### src/rtl/riscv_pkg.sv
// Shared RV32I definitions: NOP encoding, base opcodes and the fetch FSM state type.
// Latency: none, declarations only.
// Backpressure: not applicable.
package riscv_pkg;

   // addi x0,x0,0: the canonical bubble seen by the decoder
   localparam logic [31:0] NOP_INSTR = 32'h0000_0013;

   // Major opcodes, bits [6:0] of the instruction word
   localparam logic [6:0] OPC_LOAD   = 7'b0000011;
   localparam logic [6:0] OPC_STORE  = 7'b0100011;
   localparam logic [6:0] OPC_BRANCH = 7'b1100011;
   localparam logic [6:0] OPC_OP_IMM = 7'b0010011;
   localparam logic [6:0] OPC_OP     = 7'b0110011;

   typedef enum logic [1:0] {
      BOOT  = 2'd0,
      FETCH = 2'd1,
      KILL  = 2'd2,
      HELD  = 2'd3
   } fetch_state_t;

endpackage

### src/rtl/if_id_reg.sv
// IF/ID pipeline register: flush to a NOP bubble, load a fetched instruction, or hold.
// Latency: one cycle from load/flush to outputs.
// Backpressure: neither load nor flush asserted means hold (stall).
module if_id_reg
   import riscv_pkg::*;
#(
   parameter int XLEN = 32
) (
   input  logic            clk,
   input  logic            rst_n,
   input  logic            flush,
   input  logic            load,
   input  logic [31:0]     loadInstr,
   input  logic [XLEN-1:0] loadPc,
   output logic            valid,
   output logic [31:0]     instr,
   output logic [XLEN-1:0] pc
);

   // Flush beats load; a bubble keeps the previous pc so the decoder sees a stable value
   always_ff @(posedge clk or negedge rst_n) begin
      if (!rst_n) begin
         valid <= 1'b0;
         instr <= NOP_INSTR;
         pc    <= '0;
      end else if (flush) begin
         valid <= 1'b0;
         instr <= NOP_INSTR;
      end else if (load) begin
         valid <= 1'b1;
         instr <= loadInstr;
         pc    <= loadPc;
      end
   end

endmodule

### src/rtl/fetch_unit.sv
// RV32I instruction fetch: pc, imem valid/ready requests, IF/ID register (FETCH_PERF_EN adds perf counters).
// Latency: word accepted in cycle N is on IF/ID in N+1; first request one cycle after reset release.
// Backpressure: imemReady low inserts bubbles; stall parks one word in a hold buffer; branchTaken flushes.
module fetch_unit
   import riscv_pkg::*;
#(
   parameter int              XLEN     = 32,
   parameter logic [XLEN-1:0] RESET_PC = '0
) (
   input  logic            clk,
   input  logic            rst_n,
   output logic            imemReq,
   output logic [XLEN-1:0] imemAddr,
   input  logic            imemReady,
   input  logic [31:0]     imemData,
   input  logic            stall,
   input  logic            branchTaken,
   input  logic [XLEN-1:0] branchTarget,
   output logic            ifIdValid,
   output logic [31:0]     ifIdInstruction,
   output logic [XLEN-1:0] ifIdPc
`ifdef FETCH_PERF_EN
   ,
   output logic [31:0]     perfFetched,
   output logic [31:0]     perfKilled
`endif
);

   localparam logic [XLEN-1:0] WORD_MASK = {{(XLEN-2){1'b1}}, 2'b00};
   localparam logic [XLEN-1:0] PC_STEP   = XLEN'(4);

   fetch_state_t    state, stateNext;
   logic [XLEN-1:0] pc, pcNext;
   // Address on the bus; differs from pc only in KILL, where the stale request must finish first
   logic [XLEN-1:0] reqAddr, reqAddrNext;
   logic [31:0]     holdData, holdDataNext;
   logic [XLEN-1:0] holdPc, holdPcNext;
   logic [XLEN-1:0] target;
   logic            handshake;
   logic            ifLoad, ifFlush;
   logic [31:0]     ifLoadInstr;
   logic [XLEN-1:0] ifLoadPc;

   assign target    = branchTarget & WORD_MASK;
   assign imemReq   = (state == FETCH) || (state == KILL);
   assign imemAddr  = reqAddr;
   assign handshake = imemReq && imemReady;

   // Next-state, pc/address update and IF/ID control; branchTaken overrides stall everywhere
   always_comb begin
      stateNext    = state;
      pcNext       = pc;
      reqAddrNext  = reqAddr;
      holdDataNext = holdData;
      holdPcNext   = holdPc;
      ifLoad       = 1'b0;
      ifFlush      = 1'b0;
      ifLoadInstr  = imemData;
      ifLoadPc     = pc;

      if (branchTaken) begin
         ifFlush = 1'b1;
         pcNext  = target;
         if (state == FETCH || state == KILL) begin
            // A request is on the bus: its data is discarded, then the target is fetched
            if (handshake) begin
               reqAddrNext = target;
               stateNext   = FETCH;
            end else begin
               stateNext = KILL;
            end
         end else begin
            // BOOT or HELD: nothing outstanding, the hold buffer is simply abandoned
            reqAddrNext = target;
            stateNext   = FETCH;
         end
      end else begin
         unique case (state)
            BOOT: begin
               ifFlush   = !stall;
               stateNext = FETCH;
            end
            FETCH: begin
               if (handshake) begin
                  pcNext      = pc + PC_STEP;
                  reqAddrNext = pc + PC_STEP;
                  if (stall) begin
                     holdDataNext = imemData;
                     holdPcNext   = pc;
                     stateNext    = HELD;
                  end else begin
                     ifLoad = 1'b1;
                  end
               end else begin
                  ifFlush = !stall;
               end
            end
            HELD: begin
               if (!stall) begin
                  ifLoad      = 1'b1;
                  ifLoadInstr = holdData;
                  ifLoadPc    = holdPc;
                  stateNext   = FETCH;
               end
            end
            KILL: begin
               ifFlush = !stall;
               if (handshake) begin
                  reqAddrNext = pc;
                  stateNext   = FETCH;
               end
            end
            default: stateNext = BOOT;
         endcase
      end
   end

   // State, pc, bus address and hold buffer registers
   always_ff @(posedge clk or negedge rst_n) begin
      if (!rst_n) begin
         state    <= BOOT;
         pc       <= RESET_PC;
         reqAddr  <= RESET_PC;
         holdData <= NOP_INSTR;
         holdPc   <= '0;
      end else begin
         state    <= stateNext;
         pc       <= pcNext;
         reqAddr  <= reqAddrNext;
         holdData <= holdDataNext;
         holdPc   <= holdPcNext;
      end
   end

   if_id_reg #(.XLEN(XLEN)) uIfId (
      .clk       (clk),
      .rst_n     (rst_n),
      .flush     (ifFlush),
      .load      (ifLoad),
      .loadInstr (ifLoadInstr),
      .loadPc    (ifLoadPc),
      .valid     (ifIdValid),
      .instr     (ifIdInstruction),
      .pc        (ifIdPc)
   );

`ifdef FETCH_PERF_EN
   logic discard;

   // A completed handshake is thrown away when it is stale (KILL) or overtaken by a redirect
   assign discard = handshake && (branchTaken || state == KILL);

   // Wrapping event counters: valid writes into IF/ID and discarded memory words
   always_ff @(posedge clk or negedge rst_n) begin
      if (!rst_n) begin
         perfFetched <= '0;
         perfKilled  <= '0;
      end else begin
         if (ifLoad && !ifFlush) perfFetched <= perfFetched + 32'd1;
         if (discard)            perfKilled  <= perfKilled + 32'd1;
      end
   end
`endif

endmodule

### config.mk
export PLATFORM = sky130hd
export DESIGN_NAME = fetch_unit
export DESIGN_NICKNAME = d
export VERILOG_FILES = /design/src/rtl/riscv_pkg.sv /design/src/rtl/if_id_reg.sv /design/src/rtl/fetch_unit.sv
export SDC_FILE = /design/constraint.sdc
export NUM_CORES = 1
export LEC_CHECK = 0
export CORE_MARGIN = 4
export CORE_UTILIZATION = 55
export CTS_BUF_LIST = sky130_fd_sc_hd__clkbuf_4
export CTS_CLUSTER_SIZE = 30
export DETAILED_ROUTE_END_ITERATION = 6
export GPL_ROUTABILITY_DRIVEN = 0
export GPL_TIMING_DRIVEN = 0
export PLACE_DENSITY_LB_ADDON = 0.1
export SLEW_MARGIN = 15
export SYNTH_ARGS = -nofsm -noshare
export SYNTH_HDL_FRONTEND = slang
export SYNTH_SLANG_ARGS = --single-unit
### constraint.sdc
create_clock -name clk -period 2.4 [get_ports clk]
set_input_delay 0.36 -clock clk [delete_from_list [all_inputs] [get_ports clk]]
set_output_delay 0.36 -clock clk [all_outputs]
set_load 0.005 [all_outputs]
==> Implementation_results.wiki, run 1 <==
{| class="wikitable"
! Metric !! Value
|-
| Most area-hungry cell type in the Yosys netlist || dfrtp_1
|-
| Maximum fanout along the worst path || 10
|-
| Total power of the final layout || 12,100 uW
|-
| Unrepaired setup endpoints after global routing || false
|-
| Logic depth of the worst register-to-register path || 10
|-
| Post-layout min period || 2330 ps
|-
| Global-route wire length before repair || 42,600 um
|-
| Detailed-route DRC error count || 0
|-
| Total Neg Setup Slack || 0 ps
|-
| Antenna violations before repair || 1
|-
| Cell count of the worst hold path || 3
|-
| Most frequent standard cell in the layout excluding fill and tap cells || dfrtp_1
|-
| Worst slew margin || 45.3%
|-
| Clock sink count || 192
|-
| Worst path arrival time || 2790 ps
|-
| Number of enable-type register cells in the synthesized netlist || 0
|-
| Outcome || finished, final reports clean
|-
| Global-route usage over all layers || 27.1%
|-
| Cell Area, Synth || 9600 um2
|-
| Vias in the first global route || 7,908
|-
| Worst-Skew Late Latency || 580 ps
|-
| Fraction of layout instances using a drive strength above 1 || 18.1%
|-
| Slew at the pin with the worst max-slew slack || 820 ps
|-
| Most area-consuming cells after synthesis || dfrtp_1, mux2_2, xnor2_1, nand2_1, mux2i_1
|-
| Flop and latch count out of synthesis || between 150 and 200
|-
| Deepest clock path buffer count || 2
|-
| Data required time of the critical path || roughly 2900 ps
|-
| Total number of nets in the final design || 1,164
|-
| Met2 Routed Length || ~13,000 um
|-
| Maximum number of pins on one net before global-route repair || 101
|-
| Uppermost layer routed || met4
|-
| Total number of vias || 7,770
|-
| Number of max-cap violations || 0
|-
| Power density cells || 1010 nW/um2
|-
| CTS HTree Levels || 4
|-
| Detailed-route wire length || 25,900 um
|-
| Critical Setup Path Class || register to register
|-
| Length of routed wiring on met1 || 10,900 um
|-
| Post-route clock period utilization || 97.1%
|-
| Die width || 140 um
|-
| Leak pwr || 0.00496 uW
|-
| Placed wire-length estimate after detailed placement || ~19,000 um
|-
| Number of hold violations in the final report || 0
|-
| Fraction of synthesized cell area taken by the top area cell type || 48.5%
|-
| Fmax || around 430 MHz
|-
| CTS Root Cell || clkbuf_4
|-
| Type of element capturing the critical path || register
|-
| Final antenna-violating net count || 0
|-
| Syn nets || 974
|-
| Worst IR drop on VDD || approximately 0.5 mV
|-
| Asr flop ratio synth || 100%
|-
| Clk_skew || 25.0 ps
|-
| Reg2reg setup slack || ~70 ps
|-
| Std-Cell Rows || 48
|-
| Number of slew-limit violations in the final report || 0
|-
| Area Overhead vs Synth || 24.9%
|-
| Die extent in y || 140 um
|-
| Most frequent cells in the layout || dfrtp_1, clkdlybuf4s50_1, nand2_1
|-
| Cell variety after synth || 57
|-
| Clock-pin slew of the registers on the worst-case setup and hold paths || 150 ps
|-
| Flip-flop cell with the highest count after synthesis || dfrtp_1
|-
| Sequential share of the synthesized area || 50.1%
|-
| Detail Route met3 WL || 1900 um
|-
| Startpoint type of the worst setup path || register
|-
| Effective utilization at floorplan || 55.9%
|-
| Area of the core || 17,200 um2
|-
| CTS tree || done
|-
| Per-cell via count in the routed design || 5.85
|-
| Number of instances in the synthesized netlist || 899
|-
| Count of routing violations after the opening detailed-route iteration || 538
|-
| Routed WL per cell || 19.5 um
|-
| Overflow after GRT || 0
|-
| Router iterations before antenna repair || 5
|-
| Post-Synthesis Mean Instance Area || 10.7 um2
|-
| Number of warnings issued by yosys || 0
|-
| Tightest Hold Check Type || primary input to register
|-
| Die Area || 19,600 um2
|-
| Boundary Pins || 167
|-
| Number of port buffers || roughly 160
|-
| Final setup fails || 0
|-
| Cts bufs inserted || 17
|}
final timing paths:
path / to / from
setup / recovery: uIfId.pc[31] / state[0]
hold / removal: uIfId.valid / stall
setup reg to reg: uIfId.pc[31] / state[0]
hold reg to reg: uIfId.instr[0] / uIfId.instr[0]
max in group asynchronous: holdData[4] / rst_n
min in group asynchronous: uIfId.pc[19] / rst_n
cell families after synthesis:
| logic type | Yosys count | share of synthesized area [%] |
|---|---|---|
| and+or+nand+nor | 241 | 12.6 |
| DFF | 192 | 50.1 |
| xor gates and xnor gates | 54 | 4.93 |
| adders and majority gates | 6 | 0.782 |
| muxes | 103 | 11.7 |
| buffers and inverters | 99 | 5.07 |
| AOI/OAI and AO/OA | 204 | 14.8 |
critical path: stages (launching register included):
cell and delay, ps:
dfrtp_1 400, inv_1 100, ha_4 320, and3_1 180, buf_6 130, nor2_1 70
or4_4 490, buf_12 200, clkbuf_4 190, nand2_1 70, o21ai_1 60
power breakdown:
part           internal, uW  switching (uW)  leakage (uW)
Clock                   627            1130      0.000150
Sequential             4450             687       0.00237
Combinational          2780            2460       0.00244
Total                  7850            4270       0.00496
sequential cells by signal, indices dropped and copies added, names as in the netlist:
name	count
imemAddr	31
uIfId.valid	1
uIfId.pc	32
holdPc	32
state	2
pc	30
holdData	32
uIfId.instr	32
synth_stat cells, types with 7 or more instances:
cell and n:
buf_1 7, nand3_1 17, dfrtp_1 186, a211oi_1 11, mux2_2 73, nand2_1 87
nand4_1 13, and3_1 10, xor2_1 16, mux2i_1 30, nor2_1 52, a21oi_1 17
o21ai_0 26, buf_4 10, o22ai_1 33, o2bb2ai_1 28, xnor2_1 38, clkbuf_1 31
o21ai_1 30, o22a_1 28, inv_1 14, buf_2 31, nor3_1 26
per-stage QoR:
stage	util (%)	cells	worst slack [ps]	hold WS, ps	cell area (um2)
2_1_floorplan	-	899	248	64.4	9600
3_3_place_gp	67.0	1287	-7100	448	11500
3_5_place_dp	67.2	1288	-376	433	11500
4_1_cts	69.3	1323	34.4	254	11900
5_1_grt	69.8	1329	6.07	293	12000
6_report	69.8	1329	70.3	304	12000
routing by layer:
layer	global-route usage, %	vias up
met4	7.75	0
met2	43.8	252
met3	6.49	28
met1	36.8	3888
li1	-	3602
met5	0	-
layout make-up:
class	instances	area, um2
fillers	1345	5190
plain buffers	85	472
clock inverters	14	139
flip-flops and latches	192	4810
diodes	2	5.00
well taps	225	282
repair buffers	171	1720
clock buffers	18	135
multi-input cells	608	4370
inverters	14	52.6
repair_timing:
item	CTS	global route
pin swaps	0	1
hold endpoints to repair	92	0
hold buffers	1	0
setup endpoints to repair	167	113
buffers inserted	2	4
resized for setup	16	18
Power figures use the tool's default switching activity.
==> run 2, diff against run 1 <==
Clock period 2.4 ns to 2.3 ns, I/O delays scaled along.
==> Implementation_results.wiki, run 2 (synthesized netlist as in run 1, its figures left out) <==
{| class="wikitable"
! Metric !! Value
|-
| Die extent in y || 140 um (unchanged)
|-
| CTS Root Cell || clkbuf_4 (unchanged)
|-
| Number of hold violations in the final report || 0 (unchanged)
|-
| Clock Power Share || 14.3% (was 14.5%)
|-
| Number of slew-limit violations in the final report || 0 (unchanged)
|-
| Startpoint type of the worst setup path || register (unchanged)
|-
| Power density cells || 1060 nW/um2 (was 1010 nW/um2)
|-
| Cts bufs inserted || 17 (unchanged)
|-
| Die Area || 19,600 um2 (unchanged)
|-
| Global-route wire length before repair || 42,900 um (was 42,600 um)
|-
| Outcome || finished, final reports clean (unchanged)
|-
| CTS HTree Levels || 4 (unchanged)
|-
| Clk_skew || 29.1 ps (was 25.0 ps)
|-
| Reg2reg setup slack || 80 ps (was 70 ps)
|-
| Effective utilization at floorplan || 55.9% (unchanged)
|-
| Data required time of the critical path || 2800 ps (was 2860 ps)
|-
| Router iterations before antenna repair || 6 (was 5)
|-
| Std-Cell Rows || 48 (unchanged)
|-
| Most frequent standard cell in the layout excluding fill and tap cells || dfrtp_1 (unchanged)
|-
| Part of the total power dissipated in sequential elements || 41.9% (was 42.4%)
|-
| Worst-Skew Late Latency || 580 ps (about the same)
|-
| Detailed-route DRC error count || 0 (unchanged)
|-
| Final Instance Count excl. Fillers || 1,331 (was 1,329)
|-
| Setup WS post-layout || 79.2 ps (was 70.3 ps)
|-
| Deepest clock path buffer count || 2 (unchanged)
|-
| Antenna violations before repair || 1 (unchanged)
|-
| Global-route usage over all layers || 27.4% (was 27.1%)
|-
| Worst path arrival time || 2720 ps (was 2790 ps)
|-
| Critical Setup Path Class || register to register (unchanged)
|-
| Pre-CTS setup slack || -462 ps (was -376 ps)
|-
| Clock-pin slew of the registers on the worst-case setup and hold paths || 150 ps (about the same)
|-
| Total number of vias || 7,782 (was 7,770)
|-
| Final setup fails || 0 (unchanged)
|-
| Worst slew margin || 45.9% (was 45.3%)
|-
| Worst IR drop on VDD || 0.517 mV (was 0.505 mV)
|-
| Maximum fanout along the worst path || 10 (unchanged)
|-
| Tightest Hold Check Type || primary input to register (unchanged)
|-
| Launch instance of the worst min-delay path || stall (unchanged)
|-
| Final antenna-violating net count || 0 (unchanged)
|-
| R2r endpoint || uIfId.instr[27] (was uIfId.pc[31])
|-
| Number of placed instances with taps included || 1,288 (unchanged)
|-
| Area of the core || 17,200 um2 (unchanged)
|-
| CTS tree || done (unchanged)
|-
| Slew at the pin with the worst max-slew slack || 811 ps (was 820 ps)
|-
| Fmax || 450 MHz (was 429 MHz)
|-
| Combinational power share || 43.8% (was 43.2%)
|-
| Vias in the first global route || 7,931 (was 7,908)
|-
| Detailed-route wire length || 26,100 um (was 25,900 um)
|-
| Sw Share || 35.2% (about the same)
|-
| Logic depth of the worst register-to-register path || 9 (was 10)
|-
| Type of element capturing the critical path || register (unchanged)
|-
| Routed WL per cell || 19.6 um (was 19.5 um)
|-
| Post-route clock period utilization || 96.6% (was 97.1%)
|-
| Count of routing violations after the opening detailed-route iteration || 549 (was 538)
|-
| Leak pwr || 0.00500 uW (was 0.00496 uW)
|-
| Boundary Pins || 167 (unchanged)
|-
| Fraction of layout instances using a drive strength above 1 || 19.6% (was 18.1%)
|-
| Die width || 140 um (unchanged)
|-
| Sw Pwr || 4500 uW (was 4270 uW)
|-
| Placed wire-length estimate after detailed placement || 18,700 um (unchanged)
|-
| Number of max-cap violations || 0 (unchanged)
|-
| Most frequent cells in the layout || dfrtp_1, clkdlybuf4s50_1, nand2_1 (unchanged)
|-
| Number of port buffers || 163 (unchanged)
|-
| Startpoint of the most critical register-to-register path || state[0] (unchanged)
|-
| Per-cell via count in the routed design || 5.85 (about the same)
|-
| Int Pwr || 8270 uW (was 7850 uW)
|-
| Maximum number of pins on one net before global-route repair || 101 (unchanged)
|-
| Cell count of the worst hold path || 3 (unchanged)
|-
| Area Overhead vs Synth || 25.7% (was 24.9%)
|-
| Overflow after GRT || 0 (unchanged)
|-
| Clock sink count || 192 (unchanged)
|-
| Hold-critical path endpoint || uIfId.valid (unchanged)
|-
| Post-layout min period || 2220 ps (was 2330 ps)
|-
| Total number of nets in the final design || 1,166 (was 1,164)
|-
| Total Neg Setup Slack || 0 ps (unchanged)
|}
[run 2: changes by cell type in the layout (fill, tap and decap cells not counted), moves of 2 or more]
cell	previous run	this run
a211oi_2	4	6
inv_1	14	12
inv_2	0	2
buf_6	6	9
nand2_2	3	5
a211oi_1	11	9
clkbuf_1	23	20
nand2_1	85	83
[run 2: metrics by stage]
stage               util (%)  hold WS (ps)  total power (uW)  cell area, um2
finish                  70.3           302             12800           12100
detailed placement      67.2           418             10700           11500
floorplan                  -          49.4              8170            9600
CTS                     69.8           240             12700           12000
global route            70.3           280             13600           12100
global placement        67.0           448             10500           11500
[run 2: cell type report]
| type | count | area [um2] |
|---|---|---|
| Antenna cell | 2 | 5.00 |
| Multi-Input combinational cell | 608 | 4420 |
| Buffer | 85 | 494 |
| Clock buffer | 18 | 135 |
| Tap cell | 225 | 282 |
| Clock inverter | 14 | 139 |
| Timing Repair Buffer | 173 | 1740 |
| Fill cell | 1345 | 5100 |
| Sequential cell | 192 | 4810 |
| Inverter | 14 | 52.6 |
[run 2: worst max path at each step]
stage                     cells after the start              end  startpoint
after floorplan                               8           pc[30]    state[0]
after global placement                        1  uIfId.instr[25]       rst_n
after detailed placement                      8           pc[30]    state[0]
after CTS                                    10     uIfId.pc[31]    state[0]
after global routing                         10     uIfId.pc[14]    state[0]
final                                         9  uIfId.instr[27]    state[0]
[run 2: worst max-delay path, stage by stage, from the launching register on]
cell and delay, ps:
dfrtp_1 410, inv_2 80, ha_4 290, buf_4 120, a21bo_2 130, a21oi_2 70, or4_4 560, buf_12 190
buf_6 150, o2bb2ai_1 160
[run 2: layer usage]
| metal | track usage [%] | up-vias | wire, um |
|---|---|---|---|
| met1 | 37.0 | 3882 | 11000 |
| met4 | 8.26 | 0 | 478 |
| met3 | 6.62 | 33 | 1840 |
| li1 | - | 3608 | - |
| met2 | 44.3 | 259 | 12700 |
| met5 | 0 | - | 0 |
[run 2: what timing repair did]
item                                    CTS  global route
gates resized for setup                  29            31
hold buffers                              1             0
pin swaps                                 3             2
endpoints found under the setup margin  174           161
buffers inserted                          7             1
endpoints found under the hold margin    92             0
[run 2: power groups by stage]
stage / clock network [uW] / registers, uW / logic (uW)
finish: 1820 / 5360 / 5590
global route: 1990 / 5530 / 6110
CTS: 1850 / 5350 / 5510
detailed placement: 0 / 5430 / 5280
global placement: 0 / 5390 / 5140
floorplan: 0 / 5320 / 2860
